<file path="config.mk">
export PLATFORM = sky130hd
export DESIGN_NAME = char_normalizer
export DESIGN_NICKNAME = d
export VERILOG_FILES = /design/src/rtl/char_normalizer.sv
export SDC_FILE = /design/constraint.sdc
export NUM_CORES = 1
export LEC_CHECK = 0
export CORE_ASPECT_RATIO = 1.5
export CORE_MARGIN = 1.5
export CORE_UTILIZATION = 54
export CTS_BUF_LIST = sky130_fd_sc_hd__clkbuf_4
export CTS_CLUSTER_DIAMETER = 50
export DETAILED_ROUTE_END_ITERATION = 6
export HOLD_SLACK_MARGIN = 0.12
export MAX_ROUTING_LAYER = met4
export PLACE_DENSITY = 0.78
export SLEW_MARGIN = 20
export SYNTH_ARGS = -nofsm -noshare
export SYNTH_HDL_FRONTEND = slang
export SYNTH_SLANG_ARGS = --single-unit
</file>
<file path="constraint.sdc">
create_clock -name clk -period 2.94 [get_ports clk]
set_input_delay 0.294 -clock clk [delete_from_list [all_inputs] [get_ports clk]]
set_output_delay 0.294 -clock clk [all_outputs]
set_load 0.05 [all_outputs]
</file>
<file path="src/rtl/char_normalizer.sv">
// char_normalizer: maps a raw ASCII byte stream onto the block checker's alphabet
// (lower-case letters, single spaces, no NULs) and buffers it in a first-word-fall-through FIFO.
module char_normalizer #(
    parameter int unsigned DEPTH  = 8,
    parameter int unsigned ADDR_W = 3
) (
    input  logic              clk,
    input  logic              reset,
    input  logic              in_valid,
    output logic              in_ready,
    input  logic [7:0]        in_data,
    output logic              out_valid,
    input  logic              out_ready,
    output logic [7:0]        out_data,
    output logic              dropped,
    output logic [ADDR_W:0]   count
);

    localparam int unsigned PtrW = ADDR_W + 1;

    logic [7:0]        mem [DEPTH];
    logic [ADDR_W:0]   wr_ptr_q, wr_ptr_d;
    logic [ADDR_W:0]   rd_ptr_q, rd_ptr_d;
    logic [ADDR_W:0]   count_q, count_d;
    logic              dropped_q, dropped_d;
    logic              last_space_q, last_space_d;

    logic [7:0]        mapped;
    logic              is_space;
    logic              empty, full;
    logic              accept, discard, push, pop;

    // Character mapping of the incoming byte
    always_comb begin
        mapped = in_data;
        if (in_data >= 8'h41 && in_data <= 8'h5A) begin
            mapped = in_data + 8'h20;
        end else if (in_data == 8'h09 || in_data == 8'h0A ||
                     in_data == 8'h0D || in_data == 8'h20) begin
            mapped = 8'h20;
        end
        is_space = (mapped == 8'h20);
    end

    // FIFO status, handshakes and discard decision
    always_comb begin
        empty     = (rd_ptr_q == wr_ptr_q);
        full      = (rd_ptr_q[ADDR_W] != wr_ptr_q[ADDR_W]) &&
                    (rd_ptr_q[ADDR_W-1:0] == wr_ptr_q[ADDR_W-1:0]);
        // Both handshakes are gated by reset so nothing moves while it is held low
        in_ready  = reset && !full;
        out_valid = reset && !empty;
        accept    = in_valid && in_ready;
        discard   = accept && ((in_data == 8'h00) || (is_space && last_space_q));
        push      = accept && !discard;
        pop       = out_valid && out_ready;
    end

    // Next-state for pointers, occupancy, drop pulse and whitespace tracking
    always_comb begin
        wr_ptr_d     = push ? wr_ptr_q + PtrW'(1) : wr_ptr_q;
        rd_ptr_d     = pop  ? rd_ptr_q + PtrW'(1) : rd_ptr_q;
        count_d      = wr_ptr_d - rd_ptr_d;
        dropped_d    = discard;
        last_space_d = last_space_q;
        if (accept && is_space) begin
            last_space_d = 1'b1;
        end else if (push) begin
            last_space_d = 1'b0;
        end
    end

    // State registers with synchronous active-low reset
    always_ff @(posedge clk) begin
        if (!reset) begin
            wr_ptr_q     <= '0;
            rd_ptr_q     <= '0;
            count_q      <= '0;
            dropped_q    <= 1'b0;
            last_space_q <= 1'b1;
        end else begin
            wr_ptr_q     <= wr_ptr_d;
            rd_ptr_q     <= rd_ptr_d;
            count_q      <= count_d;
            dropped_q    <= dropped_d;
            last_space_q <= last_space_d;
        end
    end

    // Storage array; contents are not cleared by reset
    always_ff @(posedge clk) begin
        if (push) begin
            mem[wr_ptr_q[ADDR_W-1:0]] <= mapped;
        end
    end

    // Output drive
    always_comb begin
        out_data = mem[rd_ptr_q[ADDR_W-1:0]];
        dropped  = dropped_q;
        count    = count_q;
    end

endmodule

</file>
## Word-level counts from Yosys, hierarchy flattened

Memory sizes are Yosys's and may differ from the RTL's. A register that Yosys moved wholly into a read port is not among the register bits.
Cells that the tools add are included.

| storage, ports and cells | value |
|---|---|
| flip-flop bits (word level) | 14 |
| bits in writable memories | 64 |
| input port bits | 12 |
| output and inout port bits | 15 |
| word-level logic and storage cells | 47 |
| memories | 1 |

Memories:

| memory | depth | bits a word | rd ports | clocked after memory_dff | wr ports | line | RTL |
|---|---|---|---|---|---|---|---|
| mem | 8 | 8 | 1 | 1 | 1 | 21 | `logic [7:0] mem [DEPTH];` |

| operators by class | value |
|---|---|
| add/subtract/negate cells | 4 |
| magnitude comparators | 2 |
| eq/ne operators | 8 |
| muxes and demuxes | 7 |
| bitwise operators | 1 |
| reductions and logical operators | 19 |

Operators with widths:

| cell | number |
|---|---|
| 8-bit by 4-bit == test with 1-bit output, second input constant | 3 |
| 8-bit by 6-bit == test with 1-bit output, second input constant | 2 |
| 8-bit 2-to-1 mux | 2 |
| 1-bit logical AND | 10 |
| 4-bit by 1-bit adder with 4-bit output, second input constant | 2 |
| 8-bit by 6-bit adder with 8-bit output, second input constant | 1 |
| 8-bit by 7-bit >= comparator with 1-bit output, second input constant | 1 |
| 8-bit by 7-bit <= comparator with 1-bit output, second input constant | 1 |
| 8-bit logical NOT | 1 |
| 4-bit 2-to-1 mux | 2 |
| 4-bit == test | 1 |
| 1-bit logical OR | 4 |
| 4-bit subtractor | 1 |
| 3-bit == test | 1 |
| 1-bit logical NOT | 3 |
| 3-bit 2-to-1 mux | 1 |
| 1-bit 2-to-1 mux | 2 |
| 2-bit OR reduction | 1 |
| 1-bit != test | 1 |
| 1-bit inverter | 1 |

## Depth between registers and ports, before layout

Gate-level depths: netlist of run 1.

| depth | value |
|---|---|
| depth after elaboration | 14 |
| mapped depth | 13 |
| depth with buffers taken out | 12 |

## Least setup slack after synthesis of run 1

OpenSTA, ideal clock, no wires.

| path | value |
|---|---|
| path type | input port to flip-flop |
| start point | input in_data[1] |
| end point | register count_q[3] (netlist: count[3]) |
| setup time | 0.070 ns |
| data arrival time | 3.044 ns |
| required time | 2.870 ns |
| path slack | -0.174 ns |
| cell stages on the path | 12 |
| buffers on the path | 0 |
| cell sequence | or4_4 -> or4_4 -> o2bb2ai_1 -> nand2_1 -> mux2i_1 -> inv_1 -> ha_1 -> a21o_1 -> a21oi_1 -> nand3_1 -> a211o_1 -> a21oi_2 |

| on the way | value |
|---|---|
| word-level cells in the longest chain between the ends | 14 |
| elaborated cells on any way between the ends | 22 |
| classes of those cells | add/sub: 2; order compare: 2; eq/ne: 5; mux: 3; reduce/logical: 10 |

RTL lines:

| element | line | RTL |
|---|---|---|
| from (decl) | 11 | `input logic [7:0] in_data,` |
| branches (longest 8 deep; another with 8-bit by 7-bit >= comparator with 1-bit output) | -- |  |
| 1-bit logical OR * | 54 | `discard = accept && ((in_data == 8'h00) \|\| (is_space && last_space_q));` |
| 1-bit logical AND * | 54 |  |
| 1-bit logical NOT * | 55 | `push = accept && !discard;` |
| 1-bit logical AND * | 55 |  |
| 4-bit 2-to-1 mux * | 61 | `wr_ptr_d = push ? wr_ptr_q + PtrW'(1) : wr_ptr_q;` |
| named net wr_ptr_d[1] | 22 | `logic [ADDR_W:0] wr_ptr_q, wr_ptr_d;` |
| 4-bit subtractor * | 63 | `count_d = wr_ptr_d - rd_ptr_d;` |
| to (signal assigned) | 84 | `count_q <= count_d;` |
| to (decl) | 24 | `logic [ADDR_W:0] count_q, count_d;` |

Mark *: on every way through the listed nets, which the timed path passes.
A chain may end at the register's enable or synchronous reset.

## Worst setup path after layout of run 1

| path | value |
|---|---|
| start point | input in_data[3] |
| end point | register count_q[3] (netlist: count[3]) |

Same word-level chain as after synthesis.

==> impl_metrics.csv, run 1 <==
group,metric,value,unit
clocking,path_clk_slew,0.12,ns
route,post_drt_wl_per_cell,18.7,um
place,gp_congestion,0.961,
clocking,hold_buffers,0,
route,drc_errors,0,
timing,max_freq,0.340,GHz
finish,instances_no_fill,355,
setup_path,r2r_cells,11,
setup_path,critical_path_buf_inv_count,2,
power,total_power,2.13,mW
timing,fin_crit,2.94,ns
yosys,ys.flop_type,"edfxtp_1",
yosys,ys_ff_latch,78,
timing,rsz0062_at_grt,"yes",
yosys,yosysUniqueCellTypes,43,
power,seq_power_share,57.4,%
finish,antennaDiodeCount,0,
timing,slew_headroom,33.7,%
place,placed_area,0.00392,sq mm
global_routing,grt_pass1_wl,10.7,mm
die,io_pins,27,
route,via_per_inst,5.66,
setup_path,reg2reg_slack,0.20,ns
power,powerDensity,517,mW/mm^2
die,die_area,0.00679,sq mm
finish,num-fill-cells,449,
min_path,hold_path.class,"input port to register",
clocking,cts_root_buf,"clkbuf_4",
yosys,syn_nets,232,
setup_path,slowest_stage,"or4_4",
setup_path,crit_path_start,"in_data[3]",
global_routing,grt_usage,23.2,%
min_path,hp-start,"in_data[4]",
finish,num-nets-final,295,
power,power_frac_clock,29.4,%
yosys,ys_warn_count,0,
yosys,synth_edf_count,64,
route,num_vias,2010,
route,firstDrtPassIters,4,
global_routing,globalRoute.totalOverflow,0,
clocking,clock-sinks,78,
timing,drv_slew,0,
route,drt_wl_total,6.65,mm
finish,seq_area,0.00220,sq mm
setup_path,crit_path_start_kind,"input port",
power,pwr-share-comb,13.2,%
clocking,clockBufferDepth,2,
run_status,violations,"negative setup slack",
place,numPortBuffers,26,
power,ir_drop,0.000377,V
route,ant_nets,0,
run,drv_cap,0,
setup_path,worstSetupEndpointType,"register",
place,dp_cells,334,
timing,whs,0.294,ns
clocking,clock_latency,0.40,ns
power,switching_share,23.8,%
timing,finalCritPeriodShare,100,%
setup_path,worstPathCellList,"buf_6 > or4_4 > or4_4 > o2bb2ai_4 > nand2_2 > mux2i_2 > inv_1 > ha_1 > a21o_1 > a21oi_2 > nand3_2 > a211o_1 > a21oi_2",
setup_path,slowest_delay,0.58,ns
setup_path,path_depth,13,
die,initial_utilization,55.4,%
power,p_switching,0.507,mW
setup_path,endpoint,"count[3]",
die,fp.dieH,100,um
setup_path,required,3.27,ns
timing,timing_hold_violations_final,0,
finish,synthToLayoutAreaGrowth,21.1,%
global_routing,grt_pass1_vias,2090,
route,drt_iter0_markers,100,
yosys,avgSynthCellArea,16.0,sq um
finish,postLayoutCellArea,0.00412,sq mm
setup_path,rr_startpoint,"wr_ptr_q[0]",
place,place_hpwl,4.69,mm
die,die_x,67.8,um
setup_path,cp_top_family,"simple AND/OR/NAND/NOR gates",
yosys,seq_area_frac_synth,64.8,%
timing,fin_skew,0.0108,ns
power,p_int,1.62,mW
clocking,numCtsBuffers,9,
die,core,0.00613,sq mm
timing,setup_violations,1,
setup_path,critical_path_class,"input port to register",
die,num_rows,35,
timing,setup_slack,-0.00192,ns
clocking,tritoncts,"yes",
finish,layout_common_cells,"edfxtp_1 (64), buf_4 (45), mux4_2 (16)",
finish,drive_gt1_share,38.4,%
timing,worst_pin_slew,0.991,ns
global_routing,grt_max_degree,20,
global_routing,antenna_found_initial,0,
power,p_leak,1.46,nW
yosys,syn_inst,213,
yosys,synth_area,0.00340,sq mm
finish,multiInputGateArea,0.00117,sq mm
setup_path,r2r-end,"count[3]",
setup_path,crit_path_max_fanout,3,
clocking,h-tree-depth,3,
yosys,async_reset_ff_share,0,%
finish,final_common_cell,"edfxtp_1",
run_status,status,"finished, violations left",
setup_path,crit_arrival,3.27,ns
flip-flops by register name (all words and copies together), names as in the netlist:
signal,cells
wr_ptr_q,4
mem,64
last_space_q,1
count,4
dropped,1
rd_ptr_q,4
worst register-to-register path, stage by stage (launching register included):
cell and delay (ns):
dfxtp_1 0.33, xnor2_1 0.34, nand3_1 0.13, o21a_1 0.25, nand2_1 0.13, mux2i_1 0.30
ha_1 0.29, a21o_1 0.19, a21oi_2 0.20, nand3_2 0.11, a211o_1 0.31, a21oi_2 0.11
cell families after synthesis:
family,count (synthesis),share of synthesized area (%)
simple gates,50,7.99
flops,78,64.8
fa+ha+maj,7,2.80
buf+inv,17,2.25
mux,27,14.2
xor+xnor,9,2.32
compound gates,25,5.71
synth_stat cells (4+ instances only):
library cell	instances	area share, %
o21a_1	4	0.88
dfxtp_1	14	8.2
and2_1	5	0.92
a21oi_1	4	0.59
mux4_2	16	11
buf_2	4	0.59
nand3_1	7	1.0
edfxtp_1	64	57
a21o_1	4	0.88
mux2_2	9	3.0
inv_1	7	0.77
ha_1	6	2.2
nor2_1	15	1.7
xor2_1	4	1.0
xnor2_1	5	1.3
nand2_1	5	0.55
per-layer routing:
metal  up-vias  part of all wire [%]  global-route usage [%]
met5         -                     0                       -
met4         0                   2.2                    11.1
met3        12                   3.7                    3.70
met2        57                    54                    37.0
met1       990                    40                    28.6
li1        951                     -                       -
area by class of cell:
cell class,instances,share of cell area (%)
clock inverters,4,1.16
flip-flops and latches,78,53.5
multi-input cells,118,28.4
repair buffers,61,11.8
clock buffers,12,2.19
well taps,74,2.25
inverters,8,0.730
power groups by stage:
stage	sequential, mW	combinational [mW]	clock [mW]
2_1_floorplan	1.27	0.159	0
3_3_place_gp	1.25	0.270	0
3_5_place_dp	1.25	0.276	0
4_1_cts	1.22	0.278	0.636
5_1_grt	1.22	0.302	0.682
6_report	1.22	0.281	0.625
repair_timing:
action                                  CTS  global route
gates resized for setup                   4            14
buffers inserted                          2             3
gates cloned                              0             0
endpoints found under the setup margin    1             1
pin swaps                                 4             8
worst min path at each step:
stage | to | depth (start not counted)
after floorplan | last_space_q | 2
after global placement | last_space_q | 2
after detailed placement | last_space_q | 2
after CTS | mem[5][4] | 2
after global routing | mem[3][4] | 2
final | mem[5][4] | 2
stage by stage:
step	TNS, ns	worst slack [ns]	util [%]
final	-0.00192	-0.00192	67.1
after global routing	-0.0524	-0.0524	67.1
after CTS	0	0.0520	66.4
after detailed placement	-1.11	-0.608	64.0
after global placement	-1.05	-0.514	64.0
after floorplan	-0.0778	-0.0778	-
(Power assumes the default switching activity.)
==> inputs of run 2 (changes only) <==
--- a/config.mk
+++ b/config.mk
@@ -14,6 +14,7 @@
 export HOLD_SLACK_MARGIN = 0.12
 export MAX_ROUTING_LAYER = met4
 export PLACE_DENSITY = 0.78
+export SETUP_SLACK_MARGIN = 0.02
 export SLEW_MARGIN = 20
 export SYNTH_ARGS = -nofsm -noshare
 export SYNTH_HDL_FRONTEND = slang
==> results of run 2 <==
The final DEF is identical to that of run 1; final timing and power are the same.
